$ cat config.mk
export PLATFORM = sky130hd
export DESIGN_NAME = button_event
export DESIGN_NICKNAME = d
export VERILOG_FILES = /design/src/rtl/button_event.sv
export SDC_FILE = /design/constraint.sdc
export NUM_CORES = 1
export LEC_CHECK = 0
export CORE_ASPECT_RATIO = 0.9
export CORE_MARGIN = 3
export CORE_UTILIZATION = 30
export DETAILED_ROUTE_END_ITERATION = 8
export PLACE_DENSITY_LB_ADDON = 0.15
export SYNTH_ARGS = -nofsm -noshare
export SYNTH_HDL_FRONTEND = slang
export SYNTH_SLANG_ARGS = --single-unit
$ cat constraint.sdc
create_clock -name clk -period 3.9 [get_ports clk]
set_input_delay 0.78 -clock clk [delete_from_list [all_inputs] [get_ports clk]]
set_output_delay 0.78 -clock clk [all_outputs]
set_load 0.005 [all_outputs]
$ cat src/rtl/button_event.sv
// ---------------------------------------------------------------------------
// button_event
//   Turns a debounced, clk-domain button level into discrete UI events:
//   press, release, long-press (hold), and optional auto-repeat while held.
//
// Optional feature macro:
//   BUTTON_EVENT_AUTO_REPEAT_EN  - when defined, repeat_pulse fires every
//                                  REPEAT_CYCLES cycles while long-pressed;
//                                  when undefined, repeat_pulse is always 0.
//
// Parameters:
//   HOLD_CYCLES    press_pulse -> hold_pulse delay in clk cycles (2..2^26-1)
//   REPEAT_CYCLES  auto-repeat period in clk cycles (2..2^26-1)
//
// Ports:
//   clk            system clock, rising edge
//   rst            synchronous active-high reset
//   btn_level      debounced button level (1 = pressed)
//   press_pulse    1-cycle strobe on a new press
//   release_pulse  1-cycle strobe when a counted press is released
//   hold_pulse     1-cycle strobe when a press becomes a long-press
//   repeat_pulse   1-cycle auto-repeat strobe while long-pressed
//   held           level, high while in long-press
//   press_count    8-bit wrapping count of press_pulse events
// ---------------------------------------------------------------------------
module button_event #(
  parameter int HOLD_CYCLES   = 50_000_000,
  parameter int REPEAT_CYCLES = 10_000_000
) (
  input  logic       clk,
  input  logic       rst,
  input  logic       btn_level,
  output logic       press_pulse,
  output logic       release_pulse,
  output logic       hold_pulse,
  output logic       repeat_pulse,
  output logic       held,
  output logic [7:0] press_count
);

  typedef enum logic [1:0] {
    IDLE    = 2'd0,
    PRESSED = 2'd1,
    HELD    = 2'd2
  } state_t;

  // The timer counts 0..N-1; the event fires on the edge where it sits at
  // N-1, so the pulse lands exactly N cycles after the previous pulse.
  localparam logic [25:0] HOLD_LAST   = 26'(HOLD_CYCLES - 1);
  localparam logic [25:0] REPEAT_LAST = 26'(REPEAT_CYCLES - 1);

  state_t      state;
  logic [25:0] timer;
  logic        btn_q;
  logic        rise;
  logic        fall;

  assign rise = btn_level & ~btn_q;
  assign fall = ~btn_level & btn_q;

  // Button history, event FSM, timer and all registered outputs.
  always_ff @(posedge clk) begin
    if (rst) begin
      // btn_q resets to 1 so a button held through reset is not seen as
      // a fresh press; the aborted press also yields no release.
      state         <= IDLE;
      timer         <= 26'd0;
      btn_q         <= 1'b1;
      press_pulse   <= 1'b0;
      release_pulse <= 1'b0;
      hold_pulse    <= 1'b0;
      repeat_pulse  <= 1'b0;
      held          <= 1'b0;
      press_count   <= 8'd0;
    end else begin
      btn_q         <= btn_level;
      press_pulse   <= 1'b0;
      release_pulse <= 1'b0;
      hold_pulse    <= 1'b0;
      repeat_pulse  <= 1'b0;

      case (state)
        IDLE: begin
          // A falling edge here is ignored: nothing was counted.
          if (rise) begin
            state       <= PRESSED;
            timer       <= 26'd0;
            press_pulse <= 1'b1;
            press_count <= press_count + 8'd1;
          end
        end

        PRESSED: begin
          // Release is checked first so it wins a tie with the threshold.
          if (fall) begin
            state         <= IDLE;
            timer         <= 26'd0;
            release_pulse <= 1'b1;
            held          <= 1'b0;
          end else if (timer == HOLD_LAST) begin
            state      <= HELD;
            timer      <= 26'd0;
            hold_pulse <= 1'b1;
            held       <= 1'b1;
          end else begin
            timer <= timer + 26'd1;
          end
        end

        HELD: begin
          if (fall) begin
            state         <= IDLE;
            timer         <= 26'd0;
            release_pulse <= 1'b1;
            held          <= 1'b0;
          end else if (timer == REPEAT_LAST) begin
            // Without auto-repeat the timer still wraps here, but nothing
            // observable depends on it; HELD just waits for release.
            timer <= 26'd0;
`ifdef BUTTON_EVENT_AUTO_REPEAT_EN
            repeat_pulse <= 1'b1;
`else
            repeat_pulse <= 1'b0;
`endif
          end else begin
            timer <= timer + 26'd1;
          end
        end

        default: begin
          state <= IDLE;
          timer <= 26'd0;
          held  <= 1'b0;
        end
      endcase
    end
  end

endmodule

# Word-level counts from Yosys, hierarchy flattened
# Cells that the tools add are included.
[word_totals]
regBits = 41
input_bits = 3
[op_classes]
addsub = 2
eq_ne = 7
muxes = 18
bitwise = 7
reduce_logical = 8
[op_table]
columns = ["operator", "n"]
rows = [
  ["$mux W26", 5],
  ["$pmux W26 S3", 1],
  ["$add A26 B1 Y26 const B", 1],
  ["$eq A26 B24 Y1 const B", 1],
  ["$eq A26 B26 Y1 const B", 1],
  ["$add A8 B1 Y8 const B", 1],
  ["$mux W2", 4],
  ["$mux W1", 6],
  ["$pmux W2 S3", 1],
  ["$reduce_and A3 Y1", 2],
  ["$reduce_or A2 Y1", 3],
  ["$not A1 Y1", 5],
  ["$ne A2 B2 Y1 const B", 2],
  ["$ne A3 B3 Y1 const B", 1],
  ["$pmux W1 S3", 1],
  ["$reduce_or A3 Y1", 1],
  ["$and A1 B1 Y1", 2],
  ["$eq A2 B1 Y1 const B", 1],
  ["$eq A2 B2 Y1 const B", 1],
  ["$logic_not A2 Y1", 1],
  ["$reduce_and A2 Y1", 1],
]

# Depth between registers and ports, before layout
[logic_depth]
ltp_word = 4
depth_mapped = 8

# Worst setup path before layout
# No wires, ideal clock.
[synth_path]
kind = "register to register"
from = "register timer[7]"
to = "register timer[8]"
t_arrival_ns = 2.237
setup_slack_ns = 1.546
stages_incl_launch_ff = 8
n_path_buf = 1
cell_sequence = "dfxtp_1 or4_1 or4_4 o21bai_4 a21oi_4 buf_6 a21o_1 a22o_1"
[synth_between]
elab_chain_len = 4
word_cells_on_any_way = 8
[synth_lines]
columns = ["element", "line_no", "rtl"]
rows = [
  ["start, declared", "53", "logic [25:0] timer;"],
  ["start signal, assigned", "106", "timer <= timer + 26'd1;"],
  ["start signal, assigned", "126", "timer <= timer + 26'd1;"],
  ["$add A26 B1 Y26 (tied with other cells)", "106, 126", ""],
  ["$mux W26 (on tied branches)", "116, 100", ""],
  ["$mux W26 (on tied branches)", "111, 95", ""],
  ["$pmux W26 S3 (*)", "82", "case (state)"],
]
# Mark *: on every way between the ends. The rest lies on a longest branch, timed or not.
# A chain may end at the register's enable or synchronous reset.

# Final worst setup path
[layout_path]
from = "input port btn_level"
to = "register timer[22]"
[layout_between]
elab_chain_len = 4
word_cells_on_any_way = 7
[layout_lines]
columns = ["element", "line_no", "rtl"]
rows = [
  ["start, declared", "32", "input logic btn_level,"],
  ["$not A1 Y1", "59", "assign fall = ~btn_level & btn_q;"],
  ["$and A1 B1 Y1", "59", ""],
  ["$mux W26 (on tied branches)", "111, 95", ""],
  ["$pmux W26 S3", "82", ""],
]
# Several ways; a longest one is shown, not always the timed one.

==> impl.org <==
** Clocking
- Root Buffer :: sky130_fd_sc_hd__clkbuf_8
- The clock net in this run drives a total of a little over 40 sinks.
- The number of setup buffers added after CTS is 0.
- Clock tree from TritonCTS :: yes
- Insertion delay to the later sink of the worst-skew pair :: between 0.2 and 0.3 ns
- Deepest level of the CTS H-tree :: 2
- Post-cts sizing count :: 0
- After clock tree synthesis, the clock-pin slew on the worst setup and hold paths is about 0.080 ns.
- For this design, the CTS-stage hold fixing added 0 buffers.
- TritonCTS created 5 clock buffers.
- The clock passes through at most 2 buffers.

** STA
- Setup_tns :: 0 ns
- The worst path meets setup with ~1.1 ns of slack.
- Post-layout min period :: around 2.8 ns
- Number of endpoints with negative hold slack in the final report :: 0
- Headroom to the max-slew limit :: between 40% and 50%
- Across the routed clock network, the largest skew measured is between 0.005 and 0.006 ns.
- Unrepaired setup endpoints after global routing :: no
- The final max-slew violation count was 0.
- At the pin with the least slew margin, the transition time is ~0.8 ns.
- Setup violations remaining at the end of the flow were counted as 0.
- For this run, the top clock speed supported by timing is 362 MHz.
- Period utilisation layout :: 70.8%

** Yosys
- For this run, the leading register cell type out of synthesis is sky130_fd_sc_hd__dfxtp_1.
- Counting every net in the synthesized netlist gives 254.
- Sequential cells were found to cover 38.6% of the synthesized design area.
- Count of flip-flops with a built-in enable after synthesis :: 0
- The synthesized netlist contains 50 unique library cells.
- Synthesis Warnings :: 0
- In the synthesized netlist the async set-or-reset flop fraction comes to 0%.
- The share of synthesized area in the top cell type comes to 38.6%.
- Total of flip-flops plus latches after synthesis :: 41
- The synthesized design spends more area on one cell type than any other, namely sky130_fd_sc_hd__dfxtp_1.
- Biggest area contributors in the synthesized netlist :: sky130_fd_sc_hd__dfxtp_1, sky130_fd_sc_hd__nand2_1, sky130_fd_sc_hd__xor2_1
- The commonest cells after synthesis are sky130_fd_sc_hd__dfxtp_1, sky130_fd_sc_hd__nand2_1, sky130_fd_sc_hd__nor2_1, sky130_fd_sc_hd__nand3_1, sky130_fd_sc_hd__nand4_1.
- Synthesized instance count :: between 200 and 250
- Mapped cell area :: 0.00212 mm2
- Post-Syn Area per Cell :: approximately 8.6 um2
- Most numerous cell in the Yosys netlist :: sky130_fd_sc_hd__dfxtp_1

** Die
- Top-Level Pins :: 16
- After floorplanning, the core was sized to cover approximately 0.0067 mm2.
- Die width :: ~95 um
- Starting Density :: a little under a third
- Die span in y :: 85.8 um
- Number of placement rows :: 28
- The die covers between 0.008 and 0.009 mm2.

** Global routing
- Residual overflow from global routing :: 0
- Wire length of the first global-routing pass :: ~8500 um
- Global routing used 13.4% of the available tracks.
- Number of antenna violations at the first check in global routing :: 0
- Via count of the first global-routing pass :: about 1,600
- Entering global routing, the biggest net connects 27 pins.

** Critical path
- Reg2reg path depth :: 6
- The endpoint identified for the worst register-to-register timing path is timer[18].
- Maximum fanout along the worst path :: 6
- Crit. Startpoint :: btn_level
- Kind of end point of the critical path :: register
- Worst path required time :: about 4 ns
- Across all register-to-register paths, the minimum setup slack is between 1 and 1.5 ns.
- The worst register-to-register path begins at timer[7].
- Critical path class :: in -> reg
- Crit path capture :: timer[22]
- The worst setup path is launched from a primary input.
- Data on the critical path arrives at its endpoint at 2.98 ns.

** Layout
- Area taken by multi-input logic gates :: around 0.0012 mm2
- Relative to the synthesized area, the layout overhead comes to 15.7%.
- Once layout is done, the placed cells without fillers occupy roughly 0.0025 mm2.
- Combined flip-flop and latch cell area :: around 820 um2
- The repair_antennas step left the layout with diodes totalling 0.
- Layout fillers :: roughly 720
- At the end of the flow the core is filled with cells to about 37%.
- Final nets :: approximately 270
- The post-route netlist has a little over a tenth of its cells at a drive strength greater than 1.

** Routing
- In the final routed layout, each cell accounts on average for approximately 15 um.
- Post-Route M1 WL :: between 2000 and 3000 um
- The detailed router finished its first iteration with about 160 violations.
- Uppermost layer routed :: met4
- Detailed-route wire length :: around 5100 um
- Before antenna repair, the detailed router went through 4 iterations.
- After detailed routing, the number of remaining DRC violations is 0.
- The detailed router placed between 1,500 and 2,000 vias in this run.
- Detailed routing placed a total of about 2100 um of wire on met2.
- Length of routed met3 wiring :: 160 um
- After detailed routing, the number of vias per cell comes to 5.19.
- Post-route ant nets :: 0

** Power
- Final Total Pwr :: 0.00102 W
- Static leakage :: between 0.8 and 0.9 nW
- Worst-case vdd ir drop :: ~0.00013 V
- Power spread over the standard cell area amounts to around 420 mW/mm2.

** Placement
- Instance area at placement :: 0.00232 mm2
- At the placement stage, the worst setup path has a slack of roughly 0.85 ns.
- Number of buffer cells added on primary ports :: 14
- Weighted congestion reported at the end of routability-driven placement :: just under 0.8
- The wire-length estimate of the detail-placed layout is around 3500 um.

** Flow run
- Max Cap Viol :: 0

** Worst hold path
- In this run the worst hold path is classified as reg -> reg.
- Number of cells on the worst hold path :: 2

** Status
- Run status :: finished, final reports clean
stage by stage:
| stage | instances | hold WS (ns) |
|---|---|---|
| after floorplan | 246 | 0.462 |
| after global placement | 341 | 0.475 |
| after detailed placement | 341 | 0.484 |
| after CTS | 349 | 0.499 |
| after global routing | 349 | 0.530 |
| final | 349 | 0.494 |
cell type report:
type                       count  area share, %
multi-input combinational    189           49.5
sequential                    41           33.4
timing repair buffer          16           6.31
tap                           90           4.58
clock buffer                   5           2.80
clock inverter                 3           2.65
inverter                       5          0.764
how the worst min path moves through the flow:
stage	slack, ns	end	from
2_1_floorplan	0.46	timer[0]	timer[0]
3_3_place_gp	0.47	held	held
3_5_place_dp	0.48	held	held
4_1_cts	0.50	timer[0]	timer[0]
5_1_grt	0.53	timer[0]	timer[0]
6_report	0.49	timer[0]	timer[0]
where the power goes:
| group | internal [W] | switching, W |
|---|---|---|
| sequential | 0.000429 | 0.00000580 |
| clock | 0.000254 | 0.000156 |
| combinational | 0.0000576 | 0.000117 |
| total | 0.000741 | 0.000279 |
worst max-delay path: stages:
cell and delay (ns):
sky130_fd_sc_hd__clkdlybuf4s50_1 0.48, sky130_fd_sc_hd__nand2b_1 0.10, sky130_fd_sc_hd__and2_0 0.29, sky130_fd_sc_hd__nor4_1 0.76, sky130_fd_sc_hd__nand4_1 0.19, sky130_fd_sc_hd__xor2_1 0.18, sky130_fd_sc_hd__a211oi_1 0.20
cells by family (layout without fill, tap and decap cells):
logic type	count (synthesis)	count (layout)	synth area share, %
AOI/OAI and AO/OA	48	48	18.8
xor gates and xnor gates	14	14	5.77
adders and majority gates	5	5	2.94
buffers and inverters	16	29	4.12
DFF	41	41	38.6
muxes	2	2	1.00
other	1	1	0.177
and+or+nand+nor	119	119	28.6
flip-flops by register name, summed over array words and instances, names as in the netlist:
name / cells
release_pulse: 1
timer: 26
btn_q: 1
held: 1
press_count: 8
state: 2
press_pulse: 1
hold_pulse: 1
layer usage:
layer  GRT usage, %  up-vias
met4           4.33        0
met2           17.7       29
met1           21.1      865
met3           2.89        4
met5              0        -
li1               -      915
layout by cell type, fill, tap and decap left out, types with 3 or more instances in the layout:
master,n
sky130_fd_sc_hd__a211oi_1,10
sky130_fd_sc_hd__a21oi_1,7
sky130_fd_sc_hd__a221o_1,3
sky130_fd_sc_hd__a22o_1,4
sky130_fd_sc_hd__and2_1,3
sky130_fd_sc_hd__and3_1,3
sky130_fd_sc_hd__clkbuf_8,5
sky130_fd_sc_hd__clkdlybuf4s50_1,14
sky130_fd_sc_hd__dfxtp_1,41
sky130_fd_sc_hd__ha_1,5
sky130_fd_sc_hd__inv_1,5
sky130_fd_sc_hd__nand2_1,30
sky130_fd_sc_hd__nand2b_1,4
sky130_fd_sc_hd__nand3_1,18
sky130_fd_sc_hd__nand4_1,12
sky130_fd_sc_hd__nor2_1,25
sky130_fd_sc_hd__nor3_1,4
sky130_fd_sc_hd__nor4_1,3
sky130_fd_sc_hd__o211ai_1,4
sky130_fd_sc_hd__o21ai_0,5
sky130_fd_sc_hd__or3b_2,3
sky130_fd_sc_hd__xnor2_1,3
sky130_fd_sc_hd__xor2_1,11
No activity file was read; power rests on OpenSTA's default activity.
